$ cat src/rtl/vol_ramp_ctrl_pkg.sv
// Shared types and defaults for the volume ramp controller.
// The VOL_AUTOREPEAT_EN macro is consumed by vol_ramp_ctrl.sv, not here.
package vol_pkg;

  function automatic int unsigned lvl_w(input int unsigned n);
    return (n <= 2) ? 1 : $clog2(n);
  endfunction

  localparam logic [15:0] DEF_STEP_SIZE = 16'h0800;
  localparam logic [15:0] DEF_RAMP_INC  = 16'h0100;

  typedef enum logic [1:0] {
    BTN_IDLE,
    BTN_HOLD,
    BTN_REPEAT
  } btn_state_e;

endpackage

$ cat src/rtl/vol_ramp_ctrl_if.sv
// Button inputs and volume outputs of vol_ramp_ctrl, bundled for the board/mixer side.
interface vol_ramp_ctrl_if #(
  parameter int unsigned NUM_STEPS = 10,
  parameter int unsigned GAIN_W    = 16
);
  localparam int unsigned LVL_W = vol_pkg::lvl_w(NUM_STEPS);

  logic              tick;
  logic              up;
  logic              down;
  logic              mute;
  logic [LVL_W-1:0]  level;
  logic [GAIN_W-1:0] gain;
  logic              muted;
  logic              ramping;

  modport master (output tick, up, down, mute, input level, gain, muted, ramping);
  modport slave  (input tick, up, down, mute, output level, gain, muted, ramping);
endinterface

$ cat src/rtl/vol_btn_repeat.sv
// Rising-edge event generator for one button, with an optional hold-to-repeat FSM
// (REPEAT_EN=1): first repeat after REPEAT_DLY ticks, then every REPEAT_PER ticks.
module vol_btn_repeat
  import vol_pkg::*;
#(
  parameter bit          REPEAT_EN  = 1'b0,
  parameter int unsigned REPEAT_DLY = 50,
  parameter int unsigned REPEAT_PER = 10
) (
  input  logic clk,
  input  logic rst,
  input  logic tick,
  input  logic btn,
  output logic evt
);
  logic btn_q;
  logic edge_evt;

  always_ff @(posedge clk) begin
    if (rst) btn_q <= 1'b0;
    else     btn_q <= btn;
  end

  assign edge_evt = btn & ~btn_q;

  generate
    if (REPEAT_EN) begin : g_rep
      localparam int unsigned CNT_MAX = (REPEAT_DLY > REPEAT_PER) ? REPEAT_DLY : REPEAT_PER;
      localparam int unsigned CNT_W   = $clog2(CNT_MAX + 1);

      btn_state_e       state, state_n;
      logic [CNT_W-1:0] cnt, cnt_n;
      logic             rep_evt;

      always_ff @(posedge clk) begin
        if (rst) begin
          state <= BTN_IDLE;
          cnt   <= '0;
        end else begin
          state <= state_n;
          cnt   <= cnt_n;
        end
      end

      always_comb begin
        state_n = state;
        cnt_n   = cnt;
        rep_evt = 1'b0;
        if (!btn) begin
          state_n = BTN_IDLE;
          cnt_n   = '0;
        end else begin
          case (state)
            BTN_IDLE: if (edge_evt) begin
              state_n = BTN_HOLD;
              cnt_n   = '0;
            end
            BTN_HOLD: if (tick) begin
              if (cnt == CNT_W'(REPEAT_DLY - 1)) begin
                rep_evt = 1'b1;
                state_n = BTN_REPEAT;
                cnt_n   = '0;
              end else begin
                cnt_n = cnt + 1'b1;
              end
            end
            BTN_REPEAT: if (tick) begin
              if (cnt == CNT_W'(REPEAT_PER - 1)) begin
                rep_evt = 1'b1;
                cnt_n   = '0;
              end else begin
                cnt_n = cnt + 1'b1;
              end
            end
            default: state_n = BTN_IDLE;
          endcase
        end
      end

      assign evt = edge_evt | rep_evt;
    end else begin : g_edge
      logic unused_tick;
      assign unused_tick = tick;
      assign evt         = edge_evt;
    end
  endgenerate

endmodule

$ cat src/rtl/vol_ramp_ctrl.sv
// Volume level/mute registers with a tick-paced, click-free gain ramp.
// Define VOL_AUTOREPEAT_EN to enable hold-to-repeat on the up/down buttons.
module vol_ramp_ctrl
  import vol_pkg::*;
#(
  parameter int unsigned       NUM_STEPS  = 10,
  parameter int unsigned       GAIN_W     = 16,
  parameter logic [GAIN_W-1:0] STEP_SIZE  = DEF_STEP_SIZE,
  parameter int unsigned       RESET_LVL  = 1,
  parameter logic [GAIN_W-1:0] RAMP_INC   = DEF_RAMP_INC,
  parameter int unsigned       REPEAT_DLY = 50,
  parameter int unsigned       REPEAT_PER = 10
) (
  input logic          clk,
  input logic          rst,
  vol_ramp_ctrl_if.slave bus
);
  localparam int unsigned      LVL_W   = lvl_w(NUM_STEPS);
  localparam logic [LVL_W-1:0] LVL_MAX = LVL_W'(NUM_STEPS - 1);
`ifdef VOL_AUTOREPEAT_EN
  localparam bit AUTOREP = 1'b1;
`else
  localparam bit AUTOREP = 1'b0;
`endif

  logic              up_evt, down_evt, mute_evt, step_evt;
  logic [LVL_W-1:0]  level;
  logic              muted;
  logic [GAIN_W-1:0] gain, gain_n, target;

  vol_btn_repeat #(.REPEAT_EN(AUTOREP), .REPEAT_DLY(REPEAT_DLY), .REPEAT_PER(REPEAT_PER))
    u_up   (.clk(clk), .rst(rst), .tick(bus.tick), .btn(bus.up),   .evt(up_evt));
  vol_btn_repeat #(.REPEAT_EN(AUTOREP), .REPEAT_DLY(REPEAT_DLY), .REPEAT_PER(REPEAT_PER))
    u_down (.clk(clk), .rst(rst), .tick(bus.tick), .btn(bus.down), .evt(down_evt));
  vol_btn_repeat #(.REPEAT_EN(1'b0), .REPEAT_DLY(REPEAT_DLY), .REPEAT_PER(REPEAT_PER))
    u_mute (.clk(clk), .rst(rst), .tick(bus.tick), .btn(bus.mute), .evt(mute_evt));

  // Simultaneous up and down cancel; a lone step also unmutes.
  assign step_evt = up_evt ^ down_evt;
  assign target   = muted ? '0 : GAIN_W'(level) * STEP_SIZE;

  always_comb begin
    gain_n = gain;
    if (bus.tick) begin
      if (gain < target)
        gain_n = ((target - gain) > RAMP_INC) ? gain + RAMP_INC : target;
      else if (gain > target)
        gain_n = ((gain - target) > RAMP_INC) ? gain - RAMP_INC : target;
    end
  end

  always_ff @(posedge clk) begin
    if (rst) begin
      level <= LVL_W'(RESET_LVL);
      muted <= 1'b0;
      gain  <= GAIN_W'(RESET_LVL) * STEP_SIZE;
    end else begin
      gain <= gain_n;
      if (step_evt && muted) muted <= 1'b0;
      else if (mute_evt)     muted <= ~muted;
      if (step_evt) begin
        if (up_evt && level != LVL_MAX)   level <= level + 1'b1;
        if (down_evt && level != '0)      level <= level - 1'b1;
      end
    end
  end

  assign bus.level   = level;
  assign bus.gain    = gain;
  assign bus.muted   = muted;
  assign bus.ramping = (gain != target);

endmodule

$ cat src/flat_wrapper.sv
// flat-port wrapper written by rule: the top's interface ports become plain ports
module vol_ramp_ctrl_flat import vol_pkg::*;
#(
  parameter int unsigned       NUM_STEPS  = 10,
  parameter int unsigned       GAIN_W     = 16,
  parameter logic [GAIN_W-1:0] STEP_SIZE  = DEF_STEP_SIZE,
  parameter int unsigned       RESET_LVL  = 1,
  parameter logic [GAIN_W-1:0] RAMP_INC   = DEF_RAMP_INC,
  parameter int unsigned       REPEAT_DLY = 50,
  parameter int unsigned       REPEAT_PER = 10
)
  (clk, rst, bus_tick, bus_up, bus_down, bus_mute, bus_level, bus_gain, bus_muted, bus_ramping);
  vol_ramp_ctrl_if #(.NUM_STEPS(NUM_STEPS), .GAIN_W(GAIN_W)) bus_i ();
  input logic clk;
  input logic rst;
  input wire logic [$bits(bus_i.tick)-1:0] bus_tick;
  input wire logic [$bits(bus_i.up)-1:0] bus_up;
  input wire logic [$bits(bus_i.down)-1:0] bus_down;
  input wire logic [$bits(bus_i.mute)-1:0] bus_mute;
  output wire logic [$bits(bus_i.level)-1:0] bus_level;
  output wire logic [$bits(bus_i.gain)-1:0] bus_gain;
  output wire logic [$bits(bus_i.muted)-1:0] bus_muted;
  output wire logic [$bits(bus_i.ramping)-1:0] bus_ramping;
  assign bus_i.tick = bus_tick;
  assign bus_i.up = bus_up;
  assign bus_i.down = bus_down;
  assign bus_i.mute = bus_mute;
  assign bus_level = bus_i.level;
  assign bus_gain = bus_i.gain;
  assign bus_muted = bus_i.muted;
  assign bus_ramping = bus_i.ramping;
  vol_ramp_ctrl #(.NUM_STEPS(NUM_STEPS), .GAIN_W(GAIN_W), .STEP_SIZE(STEP_SIZE), .RESET_LVL(RESET_LVL), .RAMP_INC(RAMP_INC), .REPEAT_DLY(REPEAT_DLY), .REPEAT_PER(REPEAT_PER)) u_core (.clk(clk), .rst(rst), .bus(bus_i));
endmodule
$ cat config.mk
export PLATFORM = sky130hd
export DESIGN_NAME = vol_ramp_ctrl_flat
export DESIGN_NICKNAME = d
export VERILOG_FILES = /design/src/rtl/vol_ramp_ctrl_pkg.sv /design/src/rtl/vol_ramp_ctrl_if.sv /design/src/rtl/vol_btn_repeat.sv /design/src/rtl/vol_ramp_ctrl.sv /design/src/flat_wrapper.sv
export SDC_FILE = /design/constraint.sdc
export NUM_CORES = 1
export LEC_CHECK = 0
export ABC_CLOCK_PERIOD_IN_PS = 3600
export CAP_MARGIN = 25
export CORE_MARGIN = 10
export CORE_UTILIZATION = 45
export CTS_CLUSTER_SIZE = 12
export DETAILED_ROUTE_END_ITERATION = 6
export GPL_TIMING_DRIVEN = 0
export PLACE_DENSITY = 0.69
export SETUP_SLACK_MARGIN = 0.15
export SYNTH_ARGS = -nofsm -noshare
export SYNTH_HDL_FRONTEND = slang
export SYNTH_SLANG_ARGS = --single-unit
$ cat constraint.sdc
create_clock -name clk -period 3.6 [get_ports clk]
set_clock_uncertainty 0.15 [all_clocks]
set_input_delay 0.54 -clock clk [delete_from_list [all_inputs] [get_ports clk]]
set_output_delay 0.54 -clock clk [all_outputs]
set_load 0.02 [all_outputs]
==> flow_summary_export.csv <==
group,metric,value,unit
critical_path,required,2.91,ns
cells_and_area,final_area,2020,µm²
detailed_routing,drc,0,
detailed_routing,wl_met2,1.88,mm
cts,h-tree-depth,1,
cts,ctsHoldBuffers,0,
critical_path,cp_max_fo,7,
detailed_routing,met1_length,2.09,mm
place,placed_area,1980,µm²
power,powerDensity,886,nW/µm²
cts,cts_setup_buffers,0,
cells_and_area,finish.utilization,55.3,%
cells_and_area,final_common_cell,"clkdlybuf4s50_1",
timing,tightest_slew,0.803,ns
status,outcome,"completed",
critical_path,path_buf_inv,2,
critical_path,arrival,2.49,ns
global_route,grt_pass1_wl,6.95,mm
timing,period_share,88.2,%
logic_synthesis,synth_area_per_cell,8.16,µm²
cts,clock_sinks,16,
detailed_routing,wl_met3,225,µm
timing,setup_viol,0,
place,dp.cells,283,
floorplan,die_h,81.7,µm
critical_path,endpoint_kind,"output pin",
critical_path,max_stage_delay,0.55,ns
global_route,globalRouteOverflowTotal,0,
detailed_routing,viasPerCell,5.48,
power,finalPower,1.79,mW
timing,slew_headroom,45.9,%
timing,worst_slack,0.424,ns
timing,hold_viol_final,0,
cts,cts.clk_slew.worst_paths,0.06,ns
place,hpwl,3.30,mm
floorplan,die_area,6680,µm²
global_route,grt_use_total,12.8,%
timing,drv_slew,0,
cells_and_area,nets,263,
detailed_routing,dr.first_iter.drc_count,112,
floorplan,initial_core_util,46.8,%
timing,holdWs,0.393,ns
floorplan,fp.dieW,81.7,µm
cells_and_area,antenna_cells,0,
floorplan,coreArea,3660,µm²
timing,max_freq,315,MHz
cts,cts_buffers,3,
floorplan,io_pins,28,
cts,clock_path_buffers,2,
detailed_routing,top_layer_used,"met3",
timing,rsz0062_at_grt,"false",
cts,cts_tree,"yes",
worst_hold_path,hold_path_depth,2,
critical_path,rr_worst_depth,11,
logic_synthesis,ys_seq_elements,16,
global_route,antenna_found_initial,0,
cells_and_area,seq_area,320,µm²
place,io_buffers,18,
critical_path,crit_type,"flip-flop to output pin",
global_route,grt_max_degree,11,
timing,setup_tns,0,ns
timing,period_needed,3.18,ns
logic_synthesis,synthCells,210,
worst_hold_path,min_path_type,"flip-flop to flip-flop",
logic_synthesis,yosysWarnings,0,
power,ir_drop,440,µV
cts,cts_resized,0,
detailed_routing,vias,1567,
logic_synthesis,synth_ff_type,"dfxtp_1",
critical_path,path_cells,"nand2b_1, inv_1, ha_1, and3b_1, or3b_1, clkdlybuf4s50_1",
cts,insertion_delay,0.24,ns
critical_path,path_depth,6,
cells_and_area,syn_to_final_growth,18.0,%
critical_path,cp_top_family,"simple AND/OR/NAND/NOR gates",
logic_synthesis,syn-cell-area,1710,µm²
flow_run,maxCapViolations,0,
global_route,first_global_vias,1447,
place,place_ws,0.538,ns
cells_and_area,layout_common_cells,"clkdlybuf4s50_1 (18), dfxtp_1 (16), ha_1 (15)",
cells_and_area,drive_above_1_share,8.40,%
detailed_routing,wire_per_inst,14.7,µm
logic_synthesis,synth-edff-count,0,
cells_and_area,fillers,368,
cells_and_area,multi_input_area,1260,µm²
place,gp_congestion,0.895,
detailed_routing,postRouteAntennaNets,0,
logic_synthesis,ys_seq_area_share,18.7,%
critical_path,worst_setup_path_start_kind,"flip-flop",
logic_synthesis,yosys.cell_types.count,50,
cells_and_area,instances_no_fill,286,
critical_path,crit_slowest_cell,"clkdlybuf4s50_1",
floorplan,fp-row-count,22,
detailed_routing,dr.pass1.iters,4,
detailed_routing,drt_wl_total,4.20,mm
logic_synthesis,synthArstFlopShare,0,%
power,cellLeakagePower,0.857,nW
cts,ctsRootBufferMaster,"clkbuf_8",
## flip-flops by register name, indices dropped and copies added, names as in the netlist
signal,flops
u_core.u_mute.btn_q,1
u_core.bus.muted,1
u_core.u_up.btn_q,1
u_core.bus.gain,8
u_core.u_down.btn_q,1
u_core.bus.level,4
## final cells by class
type,count,share of cell area [%]
plain buffers,17,5.57
clock buffers,3,2.04
inverters,14,2.60
multi-input cells,170,62.1
flip-flops and latches,16,15.8
well taps,48,2.97
repair buffers,18,8.91
## worst register-to-register path, cell delays in order, from the launching register on
cell and delay, ns:
dfxtp_1 0.42, nand2b_1 0.19, inv_1 0.08, ha_1 0.25, fa_1 0.47, xor2_1 0.15, o2111ai_1 0.15, a21o_1 0.19
or3b_1 0.38, buf_6 0.16, a41oi_1 0.22, a31oi_1 0.11
## cells by family after synthesis
kind of cell | Yosys count | synth area share [%]
adder cells (fa/ha/maj) | 17 | 13.3
AND/OR/NAND/NOR | 71 | 24.8
other | 1 | 0.219
XOR/XNOR | 14 | 7.15
buffers and inverters | 31 | 9.56
flip-flops | 16 | 18.7
AO/OA/AOI/OAI | 56 | 23.9
multiplexers | 4 | 2.34
## report_power, final
group | leakage (nW) | internal (mW) | switching (mW) | total, mW
Combinational | 0.703 | 0.573 | 0.768 | 1.34
Clock | 0.0216 | 0.0741 | 0.0567 | 0.131
Sequential | 0.132 | 0.229 | 0.0916 | 0.320
## cell usage after synthesis (3+ instances only)
library cell,count,area share [%]
a211oi_1,3,1.3
nand2_1,4,0.88
nand3_1,12,3.5
nor2b_1,5,1.8
mux2i_1,4,2.3
or3_1,5,1.8
o211ai_1,4,1.8
nor2_1,9,2.0
inv_1,13,2.8
clkbuf_1,5,1.1
xnor2_1,10,5.1
and3_1,3,1.1
xor2_1,4,2.0
a21o_1,6,2.6
o21a_1,4,1.8
dfxtp_1,16,19
nand2b_1,10,3.6
nor3b_1,3,1.3
o21ai_0,13,3.8
a21oi_1,6,1.8
a31oi_1,5,1.8
o2111ai_1,4,2.0
ha_1,15,11
buf_4,8,3.5
nor3_1,3,0.88
## metal layers
layer	vias to the layer above	track usage, %
li1	804	-
met1	737	17.8
met4	0	1.02
met2	26	19.6
met3	0	4.04
met5	-	0
## worst paths after layout
| path | slack [ns] | end | from |
|---|---|---|---|
| max | 0.42 | bus_ramping | u_core.bus.muted |
| min | 0.39 | u_core.bus.level[3] | u_core.bus.level[3] |
| max reg2reg | 0.56 | u_core.bus.gain[10] | u_core.bus.muted |
| min reg2reg | 0.39 | u_core.bus.level[3] | u_core.bus.level[3] |
Power figures use the tool's default switching activity.
